<file path="src/rtl/data_mem_access_ctrl.sv">
`default_nettype none
// ============================================================================
// Module   : data_mem_access_ctrl
// Brief    : MEM-stage load/store sequencer for a single-outstanding req/ack
//            data bus with strobes, load extraction and error reporting.
// Revision : 1.0 - initial release
// ============================================================================
module data_mem_access_ctrl #(
    parameter int TIMEOUT_CYCLES = 16
) (
    input  logic        clk,
    input  logic        rst,
    input  logic        mem_rd,
    input  logic        mem_wr,
    input  logic [2:0]  funct3,
    input  logic [31:0] addr,
    input  logic [31:0] wdata,
    output logic        stall,
    output logic        done,
    output logic [31:0] rdata,
    output logic [1:0]  err,
    output logic        bus_req,
    output logic        bus_we,
    output logic [31:0] bus_addr,
    output logic [31:0] bus_wdata,
    output logic [3:0]  bus_strb,
    input  logic        bus_ack,
    input  logic [31:0] bus_rdata
);

    localparam int           c_CNT_W       = $clog2(TIMEOUT_CYCLES);
    localparam [c_CNT_W-1:0] c_CNT_LAST    = c_CNT_W'(TIMEOUT_CYCLES - 1);
    localparam [1:0]         c_ERR_OK      = 2'b00;
    localparam [1:0]         c_ERR_ALIGN   = 2'b01;
    localparam [1:0]         c_ERR_ILLEGAL = 2'b10;
    localparam [1:0]         c_ERR_TIMEOUT = 2'b11;

    typedef enum logic [1:0] {
        S_IDLE = 2'd0,
        S_REQ  = 2'd1,
        S_DONE = 2'd2
    } state_t;

    state_t             r_state;
    state_t             w_next_state;
    logic [c_CNT_W-1:0] r_cnt;
    logic [1:0]         r_off;
    logic [2:0]         r_f3;

    logic        w_illegal;
    logic        w_misaligned;
    logic        w_issue;
    logic        w_fail;
    logic [1:0]  w_fail_code;
    logic        w_ack_done;
    logic        w_timeout;
    logic [3:0]  w_strb;
    logic [31:0] w_wdata_rep;
    logic [31:0] w_shifted;
    logic [31:0] w_extract;

    // A store wins when both controls are high, so legality follows mem_wr.
    always_comb begin
        w_illegal = 1'b1;
        if (mem_wr) begin
            case (funct3)
                3'b000, 3'b001, 3'b010: w_illegal = 1'b0;
                default:                w_illegal = 1'b1;
            endcase
        end else begin
            case (funct3)
                3'b000, 3'b001, 3'b010, 3'b100, 3'b101: w_illegal = 1'b0;
                default:                                w_illegal = 1'b1;
            endcase
        end
    end

    assign w_misaligned = ((funct3[1:0] == 2'b01) && addr[0]) ||
                          ((funct3[1:0] == 2'b10) && (addr[1:0] != 2'b00));

    always_comb begin
        w_strb      = 4'b1111;
        w_wdata_rep = wdata;
        case (funct3[1:0])
            2'b00: begin
                w_strb      = 4'b0001 << addr[1:0];
                w_wdata_rep = {4{wdata[7:0]}};
            end
            2'b01: begin
                w_strb      = 4'b0011 << addr[1:0];
                w_wdata_rep = {2{wdata[15:0]}};
            end
            default: begin
                w_strb      = 4'b1111;
                w_wdata_rep = wdata;
            end
        endcase
    end

    assign w_shifted = bus_rdata >> {r_off, 3'b000};

    always_comb begin
        w_extract = bus_rdata;
        case (r_f3)
            3'b000:  w_extract = {{24{w_shifted[7]}}, w_shifted[7:0]};
            3'b001:  w_extract = {{16{w_shifted[15]}}, w_shifted[15:0]};
            3'b100:  w_extract = {24'h0, w_shifted[7:0]};
            3'b101:  w_extract = {16'h0, w_shifted[15:0]};
            default: w_extract = bus_rdata;
        endcase
    end

    always_ff @(posedge clk or posedge rst) begin
        if (rst) begin
            r_state <= S_IDLE;
        end else begin
            r_state <= w_next_state;
        end
    end

    always_comb begin
        w_next_state = r_state;
        w_issue      = 1'b0;
        w_fail       = 1'b0;
        w_fail_code  = c_ERR_OK;
        w_ack_done   = 1'b0;
        w_timeout    = 1'b0;
        case (r_state)
            S_IDLE: begin
                if (mem_wr || mem_rd) begin
                    if (w_illegal) begin
                        w_fail       = 1'b1;
                        w_fail_code  = c_ERR_ILLEGAL;
                        w_next_state = S_DONE;
                    end else if (w_misaligned) begin
                        w_fail       = 1'b1;
                        w_fail_code  = c_ERR_ALIGN;
                        w_next_state = S_DONE;
                    end else begin
                        w_issue      = 1'b1;
                        w_next_state = S_REQ;
                    end
                end
            end
            S_REQ: begin
                // An ack in the final allowed cycle still completes normally.
                if (bus_ack) begin
                    w_ack_done   = 1'b1;
                    w_next_state = S_DONE;
                end else if (r_cnt == c_CNT_LAST) begin
                    w_timeout    = 1'b1;
                    w_next_state = S_DONE;
                end
            end
            S_DONE:  w_next_state = S_IDLE;
            default: w_next_state = S_IDLE;
        endcase
    end

    assign stall = ((r_state == S_IDLE) && (mem_rd || mem_wr)) || (r_state == S_REQ);

    always_ff @(posedge clk or posedge rst) begin
        if (rst) begin
            bus_req   <= 1'b0;
            bus_we    <= 1'b0;
            bus_addr  <= 32'h0;
            bus_wdata <= 32'h0;
            bus_strb  <= 4'h0;
            rdata     <= 32'h0;
            err       <= c_ERR_OK;
            done      <= 1'b0;
            r_cnt     <= '0;
            r_off     <= 2'b00;
            r_f3      <= 3'b000;
        end else begin
            done <= 1'b0;
            if (w_issue) begin
                bus_req   <= 1'b1;
                bus_we    <= mem_wr;
                bus_addr  <= {addr[31:2], 2'b00};
                bus_wdata <= w_wdata_rep;
                bus_strb  <= mem_wr ? w_strb : 4'b0000;
                r_off     <= addr[1:0];
                r_f3      <= funct3;
                r_cnt     <= '0;
            end
            if (r_state == S_REQ) begin
                r_cnt <= r_cnt + c_CNT_W'(1);
            end
            if (w_fail) begin
                done <= 1'b1;
                err  <= w_fail_code;
            end
            if (w_ack_done) begin
                bus_req <= 1'b0;
                done    <= 1'b1;
                err     <= c_ERR_OK;
                if (!bus_we) begin
                    rdata <= w_extract;
                end
            end
            if (w_timeout) begin
                bus_req <= 1'b0;
                done    <= 1'b1;
                err     <= c_ERR_TIMEOUT;
                rdata   <= 32'h0;
            end
        end
    end

endmodule
`default_nettype wire

</file>
<file path="config.mk">
export PLATFORM = sky130hd
export DESIGN_NAME = data_mem_access_ctrl
export DESIGN_NICKNAME = d
export VERILOG_FILES = /design/src/rtl/data_mem_access_ctrl.sv
export SDC_FILE = /design/constraint.sdc
export NUM_CORES = 1
export LEC_CHECK = 0
export CORE_MARGIN = 2
export CORE_UTILIZATION = 40
export DETAILED_ROUTE_END_ITERATION = 6
export PLACE_DENSITY = 0.77
export SETUP_SLACK_MARGIN = 0.2
export SYNTH_ARGS = -nofsm -noshare
export SYNTH_HDL_FRONTEND = slang
export SYNTH_SLANG_ARGS = --single-unit
</file>
<file path="constraint.sdc">
create_clock -name clk -period 3.85 [get_ports clk]
set_input_delay 0.9625 -clock clk [delete_from_list [all_inputs] [get_ports clk]]
set_output_delay 0.9625 -clock clk [all_outputs]
set_load 0.02 [all_outputs]
</file>
After elaboration in Yosys (flattened, before gate mapping)
Cells that the tools add are included.
W data, S select, Z words.
{"block": "word_totals", "ff_bits": 114, "elab_cells": 93, "input_bits": 104, "out_inout_bits": 106}
{"block": "classes", "n_reduce_logical": 19, "addsub": 1, "n_mux": 44, "n_eq_ne": 14, "n_shift": 3}
{"op": "$pmux W32 S4", "n": 1}
{"op": "$mux W32", "n": 3}
{"op": "$pmux W32 S2", "n": 1}
{"op": "$shr A32 B5 Y16", "n": 1}
{"op": "$mux W1", "n": 23}
{"op": "$mux W2", "n": 11}
{"op": "$eq A3 B3 Y1 const B", "n": 4}
{"op": "$mux W4", "n": 3}
{"op": "$pmux W4 S2", "n": 1}
{"op": "$eq A3 B1 Y1 const B", "n": 2}
{"op": "$logic_not A3 Y1", "n": 2}
{"op": "$reduce_bool A2 Y1", "n": 3}
{"op": "$reduce_bool A3 Y1", "n": 2}
{"op": "$reduce_or A5 Y1", "n": 1}
{"op": "$add A4 B1 Y4 const B", "n": 1}
{"op": "$eq A2 B1 Y1 const B", "n": 2}
{"op": "$eq A4 B4 Y1 const B", "n": 1}
{"op": "$logic_not A2 Y1", "n": 2}
{"op": "$pmux W2 S2", "n": 1}
{"op": "$reduce_and A2 Y1", "n": 2}
{"op": "$shl A1 B2 Y4 const A", "n": 1}
{"op": "$shl A2 B2 Y4 const A", "n": 1}
{"op": "$eq A3 B2 Y1 const B", "n": 1}
{"op": "$logic_and A1 B1 Y1", "n": 3}
{"op": "6 further kinds", "n": 8}

Longest topological paths before layout
Gate-level depths: netlist of the first run.
{"block": "logic_depth", "word_depth": 10, "depth_mapped": 7, "mapped_depth_nobuf": 5}

Worst setup path after synthesis of the first run
No wires, ideal clock.
{"block": "synth_timing", "path_type": "input port to flip-flop", "startpoint": "input funct3[0]", "endpoint": "register bus_addr[10]", "arrival_time_ns": 2.632, "path_buffers": 3, "required_ns": 3.725, "setup_time_ns": 0.125, "path_slack_ns": 1.093, "cell_stages": 6, "path_cell_list": "buf_2 -> or4_1 -> a2111o_1 -> buf_4 -> buf_6 -> mux2_4"}
{"block": "synth_via", "elab_chain_len": 7, "word_cells_on_any_way": 19, "classes_between": "eq/ne (6); mux (7); reduce/logical (6)"}
{"element": "start, declared", "line_no": "15", "source": "input logic [2:0] funct3,"}
{"element": "$eq A3 B1 Y1 (tied with other cells)", "line_no": "66, 71"}
{"element": "$reduce_or A5 Y1 (tied with other cells)", "line_no": "71", "source": "case (funct3)"}
{"element": "$mux W1 (tied with other cells)", "line_no": "71"}
{"element": "$mux W1, on equally long branches", "line_no": "65, 135"}
{"element": "$mux W1 (*)", "line_no": "131", "source": "if (w_illegal) begin"}
{"element": "$mux W1 (*)", "line_no": "130", "source": "if (mem_wr || mem_rd) begin"}
{"element": "$mux W1 (*)", "line_no": "128", "source": "case (r_state)"}
{"element": "end signal, assigned", "line_no": "180", "source": "bus_addr <= {addr[31:2], 2'b00};"}
{"element": "end, declared", "line_no": "24", "source": "output logic [31:0] bus_addr,"}
Every way passes the cells marked *; elsewhere a longest branch is shown, timed or not.
A chain may end at the register's enable or synchronous reset.

Worst setup path in the final report of the first run
{"block": "layout_timing", "startpoint": "input mem_wr", "endpoint": "output stall"}
{"block": "layout_via", "elab_chain_len": 3}
{"element": "start, declared", "line_no": "14", "source": "input logic mem_wr,"}
{"element": "$logic_or A1 B1 Y1", "line_no": "160", "source": "assign stall = ((r_state == S_IDLE) && (mem_rd || mem_wr)) || (r_state == S_REQ);"}
{"element": "$logic_and A1 B1 Y1", "line_no": "160"}
{"element": "$logic_or A1 B1 Y1", "line_no": "160"}
{"element": "end, declared", "line_no": "18", "source": "output logic stall,"}
Every way passes these cells.

==> impl_metrics.csv, run 1 <==
group,metric,value,unit
run_status,status,"complete, no violations",
power_and_ir_drop,cellLeakagePower,0.00362,uW
sta,slew_headroom,0.353,
flow_run,cap_viol_max_count,0,
clock_network,cts_sinks,114,
die,start_util,0.409,
routing,routed-via-count,4463,
synth,synth_top_area_cell,"dfrtp_1",
clock_network,cts_tree,"yes",
placement,pre_cts_ws,0.389,ns
grt,grt_pass1_vias,4500,
clock_network,cts_setup_buffers,0,
sta,fmax,289,MHz
synth,netlist_area,0.00542,mm2
grt,grt_usage,0.215,
synth,synth_top_area_share,0.527,
routing,antenna_left,0,
clock_network,cts_root_buf,"clkbuf_16",
placement,dpl.cell_count,824,
clock_network,postCtsHoldBufs,0,
clock_network,path_clk_slew,0.05,ns
worst_setup_path,crit_type,"input port to output pin",
worst_setup_path,cp-endpoint,"stall",
die,die_w,120,um
worst_setup_path,r2r_start,"r_off[0]$_DFFE_PP0P_",
grt,grt_pass1_wl,23900,um
clock_network,cts-buffers-inserted,17,
placement,portBuffers,207,
clock_network,cts_max_path_buffers,2,
worst_setup_path,rr_worst_depth,5,
clock_network,clock_latency,0.40,ns
finish,mostFrequentLayoutCells,"207 x clkdlybuf4s50_1, 114 x dfrtp_1, 48 x o21ai_0, 43 x mux2i_1, 43 x nand2_1",
die,fp-row-count,42,
power_and_ir_drop,vdd_drop_max,0.601,mV
sta,skew,0.00606,ns
finish,drive_gt1_frac,0.133,
worst_setup_path,critPathRequiredTime,2.89,ns
synth,yosysUniqueCellTypes,42,
finish,nNetsFinal,772,
finish,final_cells,855,
worst_setup_path,critPathLaunch,"mem_wr",
worst_hold_path,hp-class,"flip-flop to flip-flop",
worst_setup_path,crit_path_end_kind,"output pin",
synth,syn_area_per_cell,11.6,um2
worst_setup_path,rr_endpoint,"rdata[22]$_DFFE_PP0P_",
clock_network,cts_resized,0,
finish,final_common_cell,"clkdlybuf4s50_1",
routing,wire_per_inst,17.9,um
finish,area_growth,52.6,%
sta,fin_setup_tns,0,ns
die,pin_count,210,
routing,first_iter_violations,263,
sta,rsz0062_at_grt,"no",
sta,fin_crit_sh,0.898,
routing,wirelength,15300,um
die,core_area,0.0132,mm2
sta,hold_viol,0,
sta,worstMarginPinSlew,0.971,ns
sta,slew_violations,0,
routing,first_pass_iters,4,
worst_setup_path,cp.arrival,2.50,ns
sta,fin_ws,0.392,ns
grt,grt_max_degree,115,
die,dieArea,0.0145,mm2
sta,fin_crit,3.46,ns
grt,antenna_found_initial,0,
synth,synth_seq_cells,114,
routing,remaining_drc_errors,0,
sta,setup_violations,0,
worst_setup_path,cp-start-kind,"input port",
grt,grt_overflow,0,
synth,yosys-top-cells-area,"dfrtp_1 53%, mux2_4 8.3%, mux2i_1 7.9%",
worst_setup_path,cp_max_fo,5,
finish,antenna_cells,0,
worst_setup_path,reg2reg_slack,1.48,ns
synth,ys_seq_area_frac,0.527,
die,die_y,120,um
clock_network,h-tree-depth,4,
synth,synthCells,466,
placement,gp_congestion,0.901,
power_and_ir_drop,power-per-cell-area,843,mW/mm2
placement,dpl.hpwl,11200,um
routing,vias_per_cell,5.22,
synth,yosys_warnings,0,
## synth_stat cells (all sizes together)
cell type / number
nand3: 15
or2: 2
a2111o: 1
clkbuf: 20
dfrtp: 114
nor2b: 8
a21oi: 22
ha: 1
a32o: 1
o211ai: 2
inv: 5
a221o: 23
mux4: 2
a22oi: 1
nand2: 43
mux2: 42
nor2: 21
or3: 3
conb: 1
or4: 1
nand3b: 1
nor3: 3
a311o: 1
and2: 1
mux2i: 43
clkinv: 1
buf: 15
o2bb2ai: 14
nand2b: 3
a31oi: 1
a221oi: 2
o21ai: 49
nor4: 1
o22ai: 2
a21o: 1
## how the worst min path moves through the flow
stage,end,cells past startpoint,slack [ns],from
2_1_floorplan,r_cnt[2]$_DFFE_PP0P_,1,0.47,r_cnt[2]$_DFFE_PP0P_
3_3_place_gp,bus_wdata[28]$_DFFE_PP0P_,2,0.46,bus_wdata[28]$_DFFE_PP0P_
3_5_place_dp,bus_strb[0]$_DFFE_PP0P_,2,0.47,bus_strb[0]$_DFFE_PP0P_
4_1_cts,bus_wdata[15]$_DFFE_PP0P_,2,0.49,bus_wdata[15]$_DFFE_PP0P_
5_1_grt,bus_wdata[29]$_DFFE_PP0P_,2,0.51,bus_wdata[29]$_DFFE_PP0P_
6_report,bus_wdata[15]$_DFFE_PP0P_,2,0.48,bus_wdata[15]$_DFFE_PP0P_
## routing by layer
metal,GRT usage,vias up,share of wire
met4,0.0632,0,0.015
li1,-,2105,-
met1,0.270,2180,0.41
met5,0,-,0
met3,0.0764,15,0.070
met2,0.350,163,0.50
## flip-flops by register name (all words and copies together) (netlist names)
register / count
err: 2
bus_we: 1
bus_strb: 4
rdata: 32
done: 1
r_state: 2
bus_wdata: 32
r_f3: 3
r_cnt: 4
r_off: 2
bus_addr: 30
bus_req: 1
## kinds of logic (layout without fill, tap and decap cells)
family	count (synthesis)	in the layout	share of synthesized area
AOI/OAI and AO/OA	120	120	0.150
and+or+nand+nor	102	102	0.0883
DFF	114	114	0.527
buffers and inverters	41	253	0.0360
muxes	87	87	0.196
adders and majority gates	1	1	0.00231
other	1	2	0.000692
## power by group
group | internal [uW] | total [uW] | switching (uW)
Combinational | 1660 | 3150 | 1500
Clock | 1080 | 1600 | 520
Sequential | 1770 | 2210 | 439
Total | 4510 | 6960 | 2460
## metrics by stage
stage                util  instance area [um2]  hold slack [ns]  total power [uW]
floorplan               -                 5420            0.472              3870
finish              0.624                 8260            0.484              6960
global route        0.624                 8260            0.509              7320
detailed placement  0.578                 7650            0.470              5370
global placement    0.578                 7650            0.463              5290
CTS                 0.624                 8260            0.486              7020
## layout make-up
| class | instances | area, um2 |
|---|---|---|
| clock buffer | 22 | 484 |
| clock inverter | 9 | 129 |
| fill | 1043 | 4980 |
| inverter | 6 | 26.3 |
| multi-input combinational | 312 | 2370 |
| sequential | 114 | 2850 |
| tap | 176 | 220 |
| timing repair buffer | 216 | 2180 |
## worst max-delay path, cell delays in order
cell	delay, ns
clkdlybuf4s50_1	0.47
or2_2	0.33
nor2_1	0.11
nor2_1	0.06
clkdlybuf4s50_1	0.56
No activity file was read; power rests on OpenSTA's default activity.
==> run 2: changes to the inputs <==
Settings changed: CORE_UTILIZATION 40 to 44, PLACE_DENSITY 0.77 to 0.8.
Clock period 3.85 ns to 3.7 ns, I/O delays scaled along.
==> run 2 against run 1 <==
  * Design area down 1.2%
  * Die area fell by 8.8%
  * Sequential share of layout area rose by 0.42 points
  * Worst hold slack got worse by 0.0023 ns
  * Clock power hardly changed
  * Sequential power increased by 4%
  * Clock skew grew 0.00070 ns
  * Setup slack worse by 0.069 ns
  * Highest routed layer unchanged
==> impl_metrics.csv, run 2 (same netlist as run 1, synthesis figures left out) <==
group,metric,value,unit
run_status,status,"complete, no violations",
worst_setup_path,cp-start-kind,"input port",
flow_run,cap_viol_max_count,0,
finish,seq_area,0.00285,mm2
finish,final_common_cell,"clkdlybuf4s50_1",
routing,remaining_drc_errors,0,
sta,skew,0.00676,ns
worst_setup_path,cp_max_fo,5,
clock_network,postCtsHoldBufs,0,
routing,first_iter_violations,285,
worst_setup_path,crit_path_end_kind,"output pin",
placement,dpl.hpwl,11100,um
routing,first_pass_iters,5,
finish,nNetsFinal,773,
clock_network,h-tree-depth,4,
placement,gp_congestion,0.903,
die,die_y,115,um
worst_hold_path,whs_endpoint,"bus_wdata[8]$_DFFE_PP0P_",
worst_setup_path,cp.arrival,2.45,ns
sta,worstMarginPinSlew,0.984,ns
sta,rsz0062_at_grt,"no",
finish,multi_input_area,0.00237,mm2
die,dieArea,0.0132,mm2
sta,slew_violations,0,
routing,vias_per_cell,5.40,
clock_network,clock_latency,0.41,ns
die,fp-row-count,40,
clock_network,cts-buffers-inserted,17,
worst_hold_path,holdPathStages,2,
worst_setup_path,crit_type,"input port to output pin",
sta,fin_setup_tns,0,ns
grt,grt_usage,0.234,
clock_network,cts_tree,"yes",
grt,grt_pass1_wl,23800,um
clock_network,cts_setup_buffers,0,
finish,top_regs,"bus_wdata (32), rdata (32), bus_addr (30)",
grt,antenna_found_initial,0,
finish,area_growth,50.7,%
grt,grt_max_degree,59,
finish,mostFrequentLayoutCells,"207 x clkdlybuf4s50_1, 114 x dfrtp_1, 48 x o21ai_0, 43 x mux2i_1, 43 x nand2_1",
routing,wirelength,15300,um
worst_setup_path,r2r_start,"r_off[0]$_DFFE_PP0P_",
finish,drive_gt1_frac,0.130,
sta,fin_crit_sh,0.913,
routing,antenna_left,0,
worst_setup_path,rr_endpoint,"rdata[24]$_DFFE_PP0P_",
worst_hold_path,hp-class,"flip-flop to flip-flop",
routing,wire_per_inst,18.5,um
placement,portBuffers,207,
placement,dpl.cell_count,796,
clock_network,cts_resized,0,
die,core_area,0.0120,mm2
worst_setup_path,rr_worst_depth,5,
die,pin_count,210,
clock_network,cts_root_buf,"clkbuf_16",
finish,fillers,893,
sta,hold_viol,0,
power_and_ir_drop,power-per-cell-area,877,mW/mm2
grt,grt_pass1_vias,4491,
clock_network,cts_sinks,114,
die,die_w,115,um
sta,fmax,296,MHz
finish,final_cells,825,
sta,setup_violations,0,
sta,fin_crit,3.38,ns
power_and_ir_drop,vdd_drop_max,0.538,mV
clock_network,cts_max_path_buffers,2,
grt,grt_overflow,0,
worst_setup_path,reg2reg_slack,1.29,ns
worst_setup_path,critPathRequiredTime,2.77,ns
sta,slew_headroom,0.344,
die,start_util,0.451,
power_and_ir_drop,cellLeakagePower,0.00360,uW
worst_hold_path,hp-start,"bus_wdata[8]$_DFFE_PP0P_",
routing,routed-via-count,4457,
clock_network,path_clk_slew,0.05,ns
finish,antenna_cells,0,
-- run 2: changes by cell type in the layout (fill, tap and decap cells not counted), sizes merged --
cell,before,now
clkbuf,22,23
clkinvlp,3,1
bufinv,3,2
buf,9,10
-- run 2: layout make-up --
cell class	instances	share of cell area
flip-flops and latches	114	0.349
well taps	147	0.0225
repair buffers	217	0.265
inverters	6	0.00322
clock buffers	23	0.0598
clock inverters	6	0.00981
multi-input cells	312	0.291
-- run 2: power breakdown --
group | internal, uW | switching, uW
clock | 1040 | 539
combinational | 1720 | 1560
sequential | 1840 | 460
total | 4600 | 2560
-- run 2: worst max-delay path, stage by stage --
cell             delay, ns
clkdlybuf4s50_1       0.47
or2_2                 0.33
nor2_1                0.11
nor2_1                0.05
clkdlybuf4s50_1       0.56
-- run 2: worst max-delay path by stage --
| stage | endpoint | depth (start not counted) | startpoint | slack (ns) |
|---|---|---|---|---|
| floorplan | bus_addr[10]$_DFFE_PP0P_ | 6 | funct3[0] | 0.98 |
| global placement | stall | 5 | mem_wr | 0.34 |
| detailed placement | stall | 5 | mem_wr | 0.33 |
| CTS | stall | 5 | mem_wr | 0.33 |
| global route | stall | 5 | mem_wr | 0.27 |
| finish | stall | 5 | mem_wr | 0.32 |
-- run 2: through the flow --
stage                     hold WS [ns]   util  setup slack, ns  area [um2]  total power (uW)
after floorplan                  0.472      -            0.981        5420              4030
after global placement           0.461  0.632            0.344        7590              5490
after detailed placement         0.473  0.632            0.330        7590              5580
after CTS                        0.489  0.680            0.326        8160              7200
after global routing             0.502  0.680            0.269        8160              7520
final                            0.481  0.680            0.323        8160              7160
-- run 2: metal layers --
metal	routed length, um	vias to the layer above	part of all wire	track usage
met5	0	-	0	0
met4	408	0	0.027	0.103
li1	-	2106	-	-
met2	7500	159	0.49	0.360
met3	987	29	0.065	0.0775
met1	6370	2163	0.42	0.301
